==> src/rtl/if_pkg.sv <==
// Shared types for the instruction-fetch front end: fetch FSM states and the
// buffered {pc, instruction} entry.
package if_pkg;

    localparam int unsigned INST_BYTES = 4;

    typedef enum logic [1:0] {
        IDLE = 2'd0,
        WAIT = 2'd1,
        DROP = 2'd2
    } if_state_e;

    typedef struct packed {
        logic [31:0] pc;
        logic [31:0] inst;
    } if_entry_t;

endpackage

==> src/rtl/if_fifo.sv <==
// DEPTH-entry fall-through FIFO of fetched {pc, instruction} entries.
// Flush wins over push and pop; pop on empty and push on full are ignored.
module if_fifo
    import if_pkg::*;
#(
    parameter int unsigned DEPTH = 4
) (
    input  logic                     clk,
    input  logic                     rst,
    input  logic                     push_i,
    input  if_entry_t                push_data_i,
    input  logic                     pop_i,
    input  logic                     flush_i,
    output logic [$clog2(DEPTH):0]   count_o,
    output if_entry_t                head_o
);

    localparam int unsigned AW = $clog2(DEPTH);
    localparam int unsigned CW = AW + 1;

    if_entry_t         mem_q [DEPTH];
    logic [AW-1:0]     wr_ptr_q, wr_ptr_d;
    logic [AW-1:0]     rd_ptr_q, rd_ptr_d;
    logic [CW-1:0]     count_q, count_d;
    logic              do_push;
    logic              do_pop;

    always_comb begin
        do_push  = push_i && (count_q != CW'(DEPTH)) && !flush_i;
        do_pop   = pop_i && (count_q != '0) && !flush_i;
        wr_ptr_d = wr_ptr_q;
        rd_ptr_d = rd_ptr_q;
        count_d  = count_q;
        if (flush_i) begin
            wr_ptr_d = '0;
            rd_ptr_d = '0;
            count_d  = '0;
        end else begin
            if (do_push) begin
                wr_ptr_d = wr_ptr_q + AW'(1);
            end
            if (do_pop) begin
                rd_ptr_d = rd_ptr_q + AW'(1);
            end
            count_d = count_q + CW'(do_push) - CW'(do_pop);
        end
    end

    // Storage is cleared on reset so the head reads as zero while in reset.
    always_ff @(posedge clk or posedge rst) begin
        if (rst) begin
            wr_ptr_q <= '0;
            rd_ptr_q <= '0;
            count_q  <= '0;
            for (int i = 0; i < int'(DEPTH); i++) begin
                mem_q[i] <= '0;
            end
        end else begin
            wr_ptr_q <= wr_ptr_d;
            rd_ptr_q <= rd_ptr_d;
            count_q  <= count_d;
            if (do_push) begin
                mem_q[wr_ptr_q] <= push_data_i;
            end
        end
    end

    assign count_o = count_q;
    assign head_o  = mem_q[rd_ptr_q];

endmodule

==> src/rtl/if_prefetch.sv <==
// Instruction-fetch front end: owns the PC, issues one word fetch at a time and
// buffers responses. Define IF_PERF_CNT_EN to add the fetch/stall counters.
//
//   state | meaning
//   IDLE  | may request fetch_pc when the buffer has room
//   WAIT  | request granted, waiting for its response
//   DROP  | redirected while waiting; the response will be discarded
module if_prefetch
    import if_pkg::*;
#(
    parameter int unsigned DEPTH    = 4,
    parameter logic [31:0] RESET_PC = 32'h0000_0000
) (
    input  logic        clk,
    input  logic        rst,
    input  logic        redir_en,
    input  logic [31:0] redir_pc,
    output logic        mem_req,
    output logic [31:0] mem_addr,
    input  logic        mem_gnt,
    input  logic        mem_rvalid,
    input  logic [31:0] mem_rdata,
    output logic        inst_valid,
    input  logic        inst_ready,
    output logic [31:0] inst,
    output logic [31:0] inst_pc
`ifdef IF_PERF_CNT_EN
    ,
    output logic [31:0] fetch_cnt,
    output logic [31:0] stall_cnt
`endif
);

    localparam int unsigned CW = $clog2(DEPTH) + 1;

    if_state_e      state_q, state_d;
    logic [31:0]    fetch_pc_q, fetch_pc_d;
    logic [31:0]    req_pc_q, req_pc_d;
    logic [CW-1:0]  count;
    logic           fifo_room;
    logic           push;
    logic           pop;
    if_entry_t      push_data;
    if_entry_t      head;

    assign fifo_room = (count != CW'(DEPTH));
    assign push_data = '{pc: req_pc_q, inst: mem_rdata};

    always_comb begin
        state_d    = state_q;
        fetch_pc_d = fetch_pc_q;
        req_pc_d   = req_pc_q;
        mem_req    = 1'b0;
        push       = 1'b0;
        unique case (state_q)
            IDLE: begin
                mem_req = !rst && fifo_room && !redir_en;
                if (mem_req && mem_gnt) begin
                    req_pc_d   = fetch_pc_q;
                    fetch_pc_d = fetch_pc_q + 32'(INST_BYTES);
                    state_d    = WAIT;
                end
            end
            WAIT: begin
                if (mem_rvalid) begin
                    push    = !redir_en;
                    state_d = IDLE;
                end else if (redir_en) begin
                    state_d = DROP;
                end
            end
            DROP: begin
                // The stale response ends the drop even in a redirect cycle;
                // nothing else is in flight to wait for.
                if (mem_rvalid) begin
                    state_d = IDLE;
                end
            end
            default: state_d = IDLE;
        endcase
        if (redir_en) begin
            fetch_pc_d = {redir_pc[31:2], 2'b00};
        end
    end

    always_ff @(posedge clk or posedge rst) begin
        if (rst) begin
            state_q    <= IDLE;
            fetch_pc_q <= RESET_PC;
            req_pc_q   <= '0;
        end else begin
            state_q    <= state_d;
            fetch_pc_q <= fetch_pc_d;
            req_pc_q   <= req_pc_d;
        end
    end

    assign mem_addr   = fetch_pc_q;
    assign inst_valid = (count != '0);
    assign pop        = inst_valid && inst_ready;
    assign inst       = head.inst;
    assign inst_pc    = head.pc;

    if_fifo #(
        .DEPTH (DEPTH)
    ) u_fifo (
        .clk         (clk),
        .rst         (rst),
        .push_i      (push),
        .push_data_i (push_data),
        .pop_i       (pop),
        .flush_i     (redir_en),
        .count_o     (count),
        .head_o      (head)
    );

`ifdef IF_PERF_CNT_EN
    logic [31:0] fetch_cnt_q;
    logic [31:0] stall_cnt_q;

    always_ff @(posedge clk or posedge rst) begin
        if (rst) begin
            fetch_cnt_q <= '0;
            stall_cnt_q <= '0;
        end else begin
            fetch_cnt_q <= fetch_cnt_q + 32'(pop);
            stall_cnt_q <= stall_cnt_q + 32'(inst_ready && !inst_valid);
        end
    end

    assign fetch_cnt = fetch_cnt_q;
    assign stall_cnt = stall_cnt_q;
`endif

endmodule

==> config.mk <==
export PLATFORM = sky130hd
export DESIGN_NAME = if_prefetch
export DESIGN_NICKNAME = d
export VERILOG_FILES = /design/src/rtl/if_pkg.sv /design/src/rtl/if_fifo.sv /design/src/rtl/if_prefetch.sv
export SDC_FILE = /design/constraint.sdc
export NUM_CORES = 1
export LEC_CHECK = 0
export CAP_MARGIN = 40
export CORE_MARGIN = 3
export CORE_UTILIZATION = 35
export CTS_BUF_LIST = sky130_fd_sc_hd__clkbuf_4
export CTS_CLUSTER_SIZE = 14
export DETAILED_ROUTE_END_ITERATION = 6
export PLACE_DENSITY = 0.63
export SYNTH_ARGS = -nofsm -noshare
export SYNTH_HDL_FRONTEND = slang
export SYNTH_SLANG_ARGS = --single-unit
==> constraint.sdc <==
create_clock -name clk -period 18.4 [get_ports clk]
set_input_delay 1.84 -clock clk [delete_from_list [all_inputs] [get_ports clk]]
set_output_delay 1.84 -clock clk [all_outputs]
set_load 0.01 [all_outputs]
# Word-level counts from Yosys, hierarchy flattened
# Index checks and enable logic that the tools add are counted.
[word_totals]
register_bits = 329
latch_bits = 0
mem_bits_rw = 0
mem_bits_ro = 0
inputBits = 70
output_inout_bits = 98
wordCells = 72
memories = 0
[op_classes]
addsub = 5
multipliers = 0
n_div = 0
order_cmp = 3
n_eq_ne = 6
n_shift = 0
muxes = 22
bitwise = 2
n_reduce_logical = 20
[ops]
columns = ["cell", "n"]
rows = [
  ["bitwise mux 256 bit", 1],
  ["2-to-1 mux 64 bit", 3],
  ["binary-select mux 64 bit (select 2 bit)", 1],
  ["demux 64 bit (select 2 bit)", 1],
  ["2-to-1 mux 32 bit", 3],
  ["adder 32 x 3 -> 32 bit (second input constant)", 1],
  ["2-to-1 mux 2 bit", 8],
  ["logical AND 1 bit", 9],
  ["nonzero test 2 bit", 4],
  ["greater-or-equal comparator 3 bit (second input constant)", 2],
  ["!= test 3 bit (second input constant)", 2],
  ["NOT 2 -> 3 bit", 2],
  ["case mux 2 bit (3 select lines)", 1],
  ["adder 2 x 1 -> 2 bit (second input constant)", 2],
  ["!= test 2 bit (second input constant)", 2],
  ["AND reduction 2 bit", 2],
  ["adder 3 x 1 -> 3 bit", 1],
  ["< comparator 3 x 1 -> 1 bit (second input constant)", 1],
  ["2-to-1 mux 1 bit", 3],
  ["2-to-1 mux 3 bit", 1],
  ["AND reduction 3 bit", 1],
  ["nonzero test 3 bit", 1],
  ["subtractor 3 x 1 -> 3 bit", 1],
  ["== test 2 x 1 -> 1 bit (second input constant)", 1],
  ["3 further kinds", 4],
]

# Depth between registers and ports, before layout
# Gate-level depths: netlist of run 1.
[depth]
word_depth = 8
mapped_depth = 12
mapped_depth_nobuf = 11

# Cells and area by module
# From an unflattened synthesis of run 1, not the netlist that was laid out.
[hier_totals]
hier_cells = 972
hier_area_um2 = 15914.0
[by_module_without_submodules]
columns = ["module", "n_inst", "cells_each", "area_each_um2", "seq_area_each_um2"]
rows = [
  ["if_fifo", 1, 666, 12751.0, 6581.3],
  ["if_prefetch", 1, 306, 3163.0, 1551.5],
]

# Worst setup path after synthesis of run 1
# No wires, ideal clock.
[synth_timing]
path_kind = "input-to-output"
start = "input port redir_en"
end = "output port mem_req"
arrival_time_ns = 2.557
required_time_ns = 16.560
path_slack_ns = 14.003
path_stages = 4
path_buffers = 1
cell_sequence = "clkbuf_1 inv_1 nand2_1 nor4_1"
[synth_between]
elab_chain_cells = 3
[synth_lines]
columns = ["element", "line_no", "rtl"]
rows = [
  ["start, declared", "if_prefetch.sv:16", "input logic redir_en,"],
  ["logical NOT 1 bit", "if_prefetch.sv:57", "mem_req = !rst && fifo_room && !redir_en;"],
  ["logical AND 1 bit", "if_prefetch.sv:57", ""],
  ["2-to-1 mux 1 bit", "if_prefetch.sv:55", "unique case (state_q)"],
  ["end, declared", "if_prefetch.sv:18", "output logic mem_req,"],
]
# Every way passes these cells.

# Worst setup path in the final report of run 1
# Ends and elaborated chain as after synthesis.

==> summary.md, run 1 <==
| Metric | Value |
|---|---|
| CP Max Fanout | `47` |
| Sequential area share after synthesis | `0.560` |
| Met1 WL | `15,400 um` |
| CTS root buffer | `clkbuf_4` |
| Yosys Warn Count | `0` |
| CTS tree | `yes` |
| Hold Crit Start | `u_fifo.mem_q[1]` |
| Sum Neg Setup Slack | `0 ps` |
| Cell count along the critical path | `6` |
| Tot GR Track Use | `0.161` |
| Die Area | `42,900 um^2` |
| WHS Path Cells | `1` |
| Cell variety after synth | `47` |
| Post-layout min period | `5620 ps` |
| FMAX | `178 MHz` |
| Outcome | `complete, no violations` |
| DRC errors left | `0` |
| Sink Count | `317` |
| DR WL/cell | `19.5 um` |
| DR top layer | `met5` |
| Yosys top cell area share | `0.560` |
| FF-to-FF Start | `u_fifo.count_o[2]` |
| Worst path bufs/invs | `4` |
| CP required | `16,560 ps` |
| Worst r2r path cells | `5` |
| Port bufs | `161` |
| Initial antenna violation count | `2` |
| Layout area overhead | `24.0%` |
| Final Skew | `47.4 ps` |
| Total gr overflow | `0` |
| Share of layout cells above drive strength 1 | `0.419` |
| Slew headroom | `0.407` |
| Tcrit/Tclk final | `0.305` |
| Fraction of registers with async set/reset | `1.00` |
| Final Max Slew Viols | `0` |
| Worst Hold Path EP | `u_fifo.mem_q[1]` |
| Crit path arrival time | `3780 ps` |
| Hpwl dp | `21,300 um` |
| First DRT Iteration DRCs | `362` |
| I/O Pins | `168` |
| Crit-path cells | `clkdlybuf4s50_1, buf_4, inv_1, nand2_1, nor4_1, clkdlybuf4s50_1` |
| Row count | `73` |
| Postcts setup bufs | `0` |
| Worst-margin pin slew | `883 ps` |
| Largest net degree at the start of global routing | `120` |
| EDFF count, synth | `0` |
| Vias/cell | `5.11` |
| Die X-Extent | `207 um` |
| Worst IR drop on VDD | `0.0000485 V` |
| Clk buf depth | `3` |
| DR WL met2 | `15,900 um` |
| Worst skew pair latency | `720 ps` |
| # nets final | `1,233` |
| Global-route wire length before repair | `55,000 um` |
| H-Tree Depth | `3` |
| Reg clk slew, reported paths | `50 ps` |
| Hold Slack | `499 ps` |
| Worst Hold Class | `flip-flop to flip-flop` |
| Avg Cell Area, Syn | `15.0 um^2` |
| Cell Pwr Density | `123 nW/um^2` |
| Reg-to-Reg End | `u_fifo.mem_q[129]` |
| Reg-to-reg slack, setup | `15,180 ps` |
| Routability Congestion | `0.781` |
| Max-Cap Viols | `0` |
| WS Path Type | `input pin to output port` |
| RSZ-0062 raised after global routing | `no` |
| Initial Utilization | `0.355` |
| Critical Path Sink Type | `output port` |
| Met3 wire len | `2130 um` |
| ANT nets after route | `0` |
| Slowest cell on crit path | `clkdlybuf4s50_1` |
| Mapped Cells | `946` |
| Synth Register Bits | `317` |
| Core ar. | `39,800 um^2` |
| Synth area leaders | `dfrtp_1 (56%), mux2_2 (22%), mux4_2 (9.9%)` |
| Setup-failing EPs final | `0` |
| Post-synth top area cell | `dfrtp_1` |
| Final hold violation count | `0` |
| Crit path max-delay family | `buffers and inverters` |
| Die Y-Extent | `207 um` |
| Type of origin of the critical path | `input pin` |
| CTS Buf Count | `91` |
| Static Leak | `0.00774 uW` |
| TritonRoute pass-1 iters | `4` |
| Vias | `8,934` |
| Post-Syn Area | `14,200 um^2` |
| Post-CTS Resized | `0` |
| CP max stage delay | `640 ps` |
| WL final | `34,200 um` |
| Vias in the first global route | `9,635` |
| CP dominant cell by count | `clkdlybuf4s50_1` |
| Top FF cell, synth | `dfrtp_1` |
| Post-CTS Hold Fix Bufs | `0` |
where the power goes:
part	leakage [uW]	switching [uW]	internal [uW]	total (uW)
clock	0.000707	300	367	667
sequential	0.00417	97.6	811	908
combinational	0.00286	228	365	593
sequential cells by signal, summed over array words and instances, names as in the netlist:
register,flops
u_fifo.count_o,3
req_pc_q,30
u_fifo.mem_q,248
state_q,2
u_fifo.rd_ptr_q,2
u_fifo.wr_ptr_q,2
mem_addr,30
final cells by class:
type | instances | area [um^2]
Fill cell | 3718 | 22300
Sequential cell | 317 | 7940
Multi-Input combinational cell | 557 | 5910
Timing Repair Buffer | 178 | 1820
Clock buffer | 130 | 976
Tap cell | 525 | 657
Clock inverter | 31 | 210
Inverter | 10 | 45.0
Antenna cell | 1 | 2.50
per-stage QoR:
step / cells / area [um^2] / setup WS [ps] / total power (uW) / util
final: 1749 / 17600 / 12780 / 2170 / 0.441
after global routing: 1749 / 17600 / 12690 / 2300 / 0.441
after CTS: 1748 / 17600 / 12810 / 2210 / 0.441
after detailed placement: 1587 / 16400 / 12830 / 1520 / 0.411
after global placement: 1583 / 16300 / 12820 / 1500 / 0.408
after floorplan: 949 / 14200 / 7790 / 1220 / -
kinds of logic after synthesis:
group,share of synthesized area
buffers and inverters,0.0239
adder cells (fa/ha/maj),0.00760
multiplexers,0.322
AO/OA/AOI/OAI,0.0256
flip-flops,0.560
AND/OR/NAND/NOR,0.0526
other,0.000265
XOR/XNOR,0.00743
placed cells by master, fill, tap and decap left out, types with 4 or more instances in the layout:
| cell type | instances |
|---|---|
| buf_16 | 4 |
| xor2_1 | 4 |
| nor2_1 | 24 |
| nand4_1 | 4 |
| nand2_1 | 29 |
| inv_1 | 9 |
| ha_1 | 7 |
| nor2b_1 | 4 |
| nand3_1 | 19 |
| mux2_2 | 280 |
| or4_1 | 21 |
| conb_1 | 4 |
| o31ai_1 | 13 |
| and2_4 | 4 |
| xnor2_1 | 8 |
| mux4_2 | 62 |
| clkdlybuf4s50_1 | 161 |
| o21ai_0 | 14 |
| clkinv_1 | 19 |
| clkbuf_4 | 130 |
| and3_1 | 5 |
| clkinv_2 | 4 |
| buf_4 | 13 |
| nor4_1 | 4 |
| a31oi_1 | 14 |
| dfrtp_1 | 315 |
synthesized netlist by cell type (all sizes together) (5+ instances only):
library cell / n
dfrtp: 317
mux2: 280
mux4: 62
buf: 40
nand2: 29
clkbuf: 25
nor2: 25
or4: 21
nand3: 19
a31oi: 14
o21ai: 14
o31ai: 13
inv: 10
xnor2: 8
ha: 7
and2: 6
and3: 5
per-layer routing:
layer | track usage | vias to the layer above
met2 | 0.250 | 241
met5 | 0 | -
met1 | 0.217 | 4625
li1 | - | 4006
met4 | 0.0522 | 2
met3 | 0.0486 | 60
how the worst max path moves through the flow:
stage | from | end | slack, ps
after CTS | redir_en | mem_req | 12810
after global placement | redir_en | mem_req | 12820
final | redir_en | mem_req | 12780
after floorplan | rst | mem_addr[10] | 7790
after global routing | redir_en | mem_req | 12690
after detailed placement | redir_en | mem_req | 12830
(Power assumes the default switching activity.)
==> run 2, diff against run 1 <==
- clock period: 18.4 -> 5.8 ns (I/O delays scaled with it)
==> run 2 against run 1 <==
Cell count decreased by 0.17%. Total power rose to 3.2 times the previous value. Critical path depth decreased by 3. Global-route usage down 0.55 points. Hold slack got worse by 220 ps. Sequential cell count did not move. Register-to-register slack worse by 12000 ps. Critical path type is now flip-flop to output port.
==> summary.md, run 2 (synthesized netlist as in run 1, its figures left out) <==
| Metric | Value |
|---|---|
| Outcome | `complete, no violations` |
| CTS tree | `yes` |
| DRC errors left | `0` |
| TritonRoute pass-1 iters | `4` |
| WS Path Type | `flip-flop to output port` |
| Tot GR Track Use | `0.155` |
| Largest net degree at the start of global routing | `176` |
| Routability Congestion | `0.760` |
| Worst skew pair latency | `740 ps` |
| Sink Count | `317` |
| Final hold violation count | `0` |
| Placed cell count | `1,587` |
| First DRT Iteration DRCs | `385` |
| Max reg flops | `248` |
| Commonest non-fill, non-tap cell in the layout | `dfrtp_1` |
| ANT nets after route | `0` |
| Core ar. | `39,800 um^2` |
| Final Max Slew Viols | `0` |
| Worst Hold Class | `input pin to asynchronous set/reset pin` |
| FMAX | `268 MHz` |
| Global-route wire length before repair | `53,500 um` |
| Vias in the first global route | `9,542` |
| Top reg by flops | `u_fifo.mem_q` |
| Hpwl dp | `21,000 um` |
| CTS Buf Count | `89` |
| CP Max Fanout | `34` |
| Reg clk slew, reported paths | `70 ps` |
| Finished Layout Cells | `1,746` |
| Cell Pwr Density | `390 nW/um^2` |
| FF-to-FF Start | `state_q[1]` |
| DR WL/cell | `18.9 um` |
| Die Y-Extent | `207 um` |
| CP required | `5220 ps` |
| Vias | `8,923` |
| Port bufs | `161` |
| # nets final | `1,231` |
| Die Area | `42,900 um^2` |
| Initial Utilization | `0.355` |
| Clk buf depth | `3` |
| WL final | `33,100 um` |
| Commonest non-fill, non-tap cells in the layout | `dfrtp_1 (315), mux2_2 (280), clkdlybuf4s50_1 (161), clkbuf_4 (132), mux4_2 (62)` |
| Worst IR drop on VDD | `0.000178 V` |
| H-Tree Depth | `3` |
| Layout area overhead | `24.4%` |
| Initial antenna violation count | `1` |
| Worst r2r path cells | `4` |
| Post-CTS Resized | `0` |
| Crit path from | `u_fifo.rd_ptr_q[1]` |
| Row count | `73` |
| Max-Cap Viols | `0` |
| I/O Pins | `168` |
| Slew headroom | `0.361` |
| Worst-margin pin slew | `958 ps` |
| Sum Neg Setup Slack | `0 ps` |
| Share of layout cells above drive strength 1 | `0.421` |
| RSZ-0062 raised after global routing | `no` |
| Die X-Extent | `207 um` |
| Static Leak | `0.00775 uW` |
| CP endpoint | `inst_pc[18]` |
| Crit path arrival time | `3150 ps` |
| Setup-failing EPs final | `0` |
| Vias/cell | `5.11` |
| Final Skew | `47.2 ps` |
| CTS root buffer | `clkbuf_4` |
| Reg-to-reg slack, setup | `2940 ps` |
| Post-layout min period | `3730 ps` |
| Type of origin of the critical path | `flip-flop` |
| Tcrit/Tclk final | `0.643` |
| Critical Path Sink Type | `output port` |
| Post-CTS Hold Fix Bufs | `0` |
| Postcts setup bufs | `0` |
| Total gr overflow | `0` |
| Reg-to-Reg End | `mem_addr[20]` |
[run 2: metal layers]
metal	vias to the layer above	track usage	part of all wire
met1	4614	0.209	0.46
met3	66	0.0497	0.057
li1	3995	-	-
met4	0	0.0510	0.025
met5	-	0	0
met2	248	0.240	0.46
[run 2: worst min path at each step]
stage | start | end | slack, ps | cells after the start
floorplan | u_fifo.mem_q[114] | u_fifo.mem_q[114] | 480 | 1
global placement | u_fifo.mem_q[143] | u_fifo.mem_q[143] | 480 | 1
detailed placement | u_fifo.mem_q[122] | u_fifo.mem_q[122] | 490 | 1
CTS | rst | u_fifo.mem_q[111] | 150 | 2
global route | rst | u_fifo.mem_q[111] | 190 | 2
finish | rst | u_fifo.mem_q[111] | 270 | 2
[run 2: power breakdown]
group	internal, uW	switching [uW]
Combinational	1160	701
Sequential	2570	339
Clock	1170	933
[run 2: area by class of cell]
type | count | area [um^2]
diodes | 2 | 5.00
fillers | 3677 | 22200
clock inverters | 25 | 190
inverters | 10 | 41.3
well taps | 525 | 657
clock buffers | 132 | 991
flip-flops and latches | 317 | 7940
repair buffers | 178 | 1880
multi-input cells | 557 | 5910
[run 2: critical path: stages (launching register included)]
cell             delay (ps)
dfrtp_4                 880
buf_4                   540
mux4_2                  390
clkdlybuf4s50_1         600
[run 2: through the flow]
step	instance area, um^2	util	total power (uW)	hold WS [ps]	setup slack [ps]
5_1_grt	17600	0.442	7300	191	1810
3_5_place_dp	16400	0.412	4830	490	2300
6_report	17600	0.442	6870	274	2070
4_1_cts	17600	0.442	7020	149	1880
2_1_floorplan	14200	-	3870	475	995
3_3_place_gp	16200	0.408	4780	484	2160
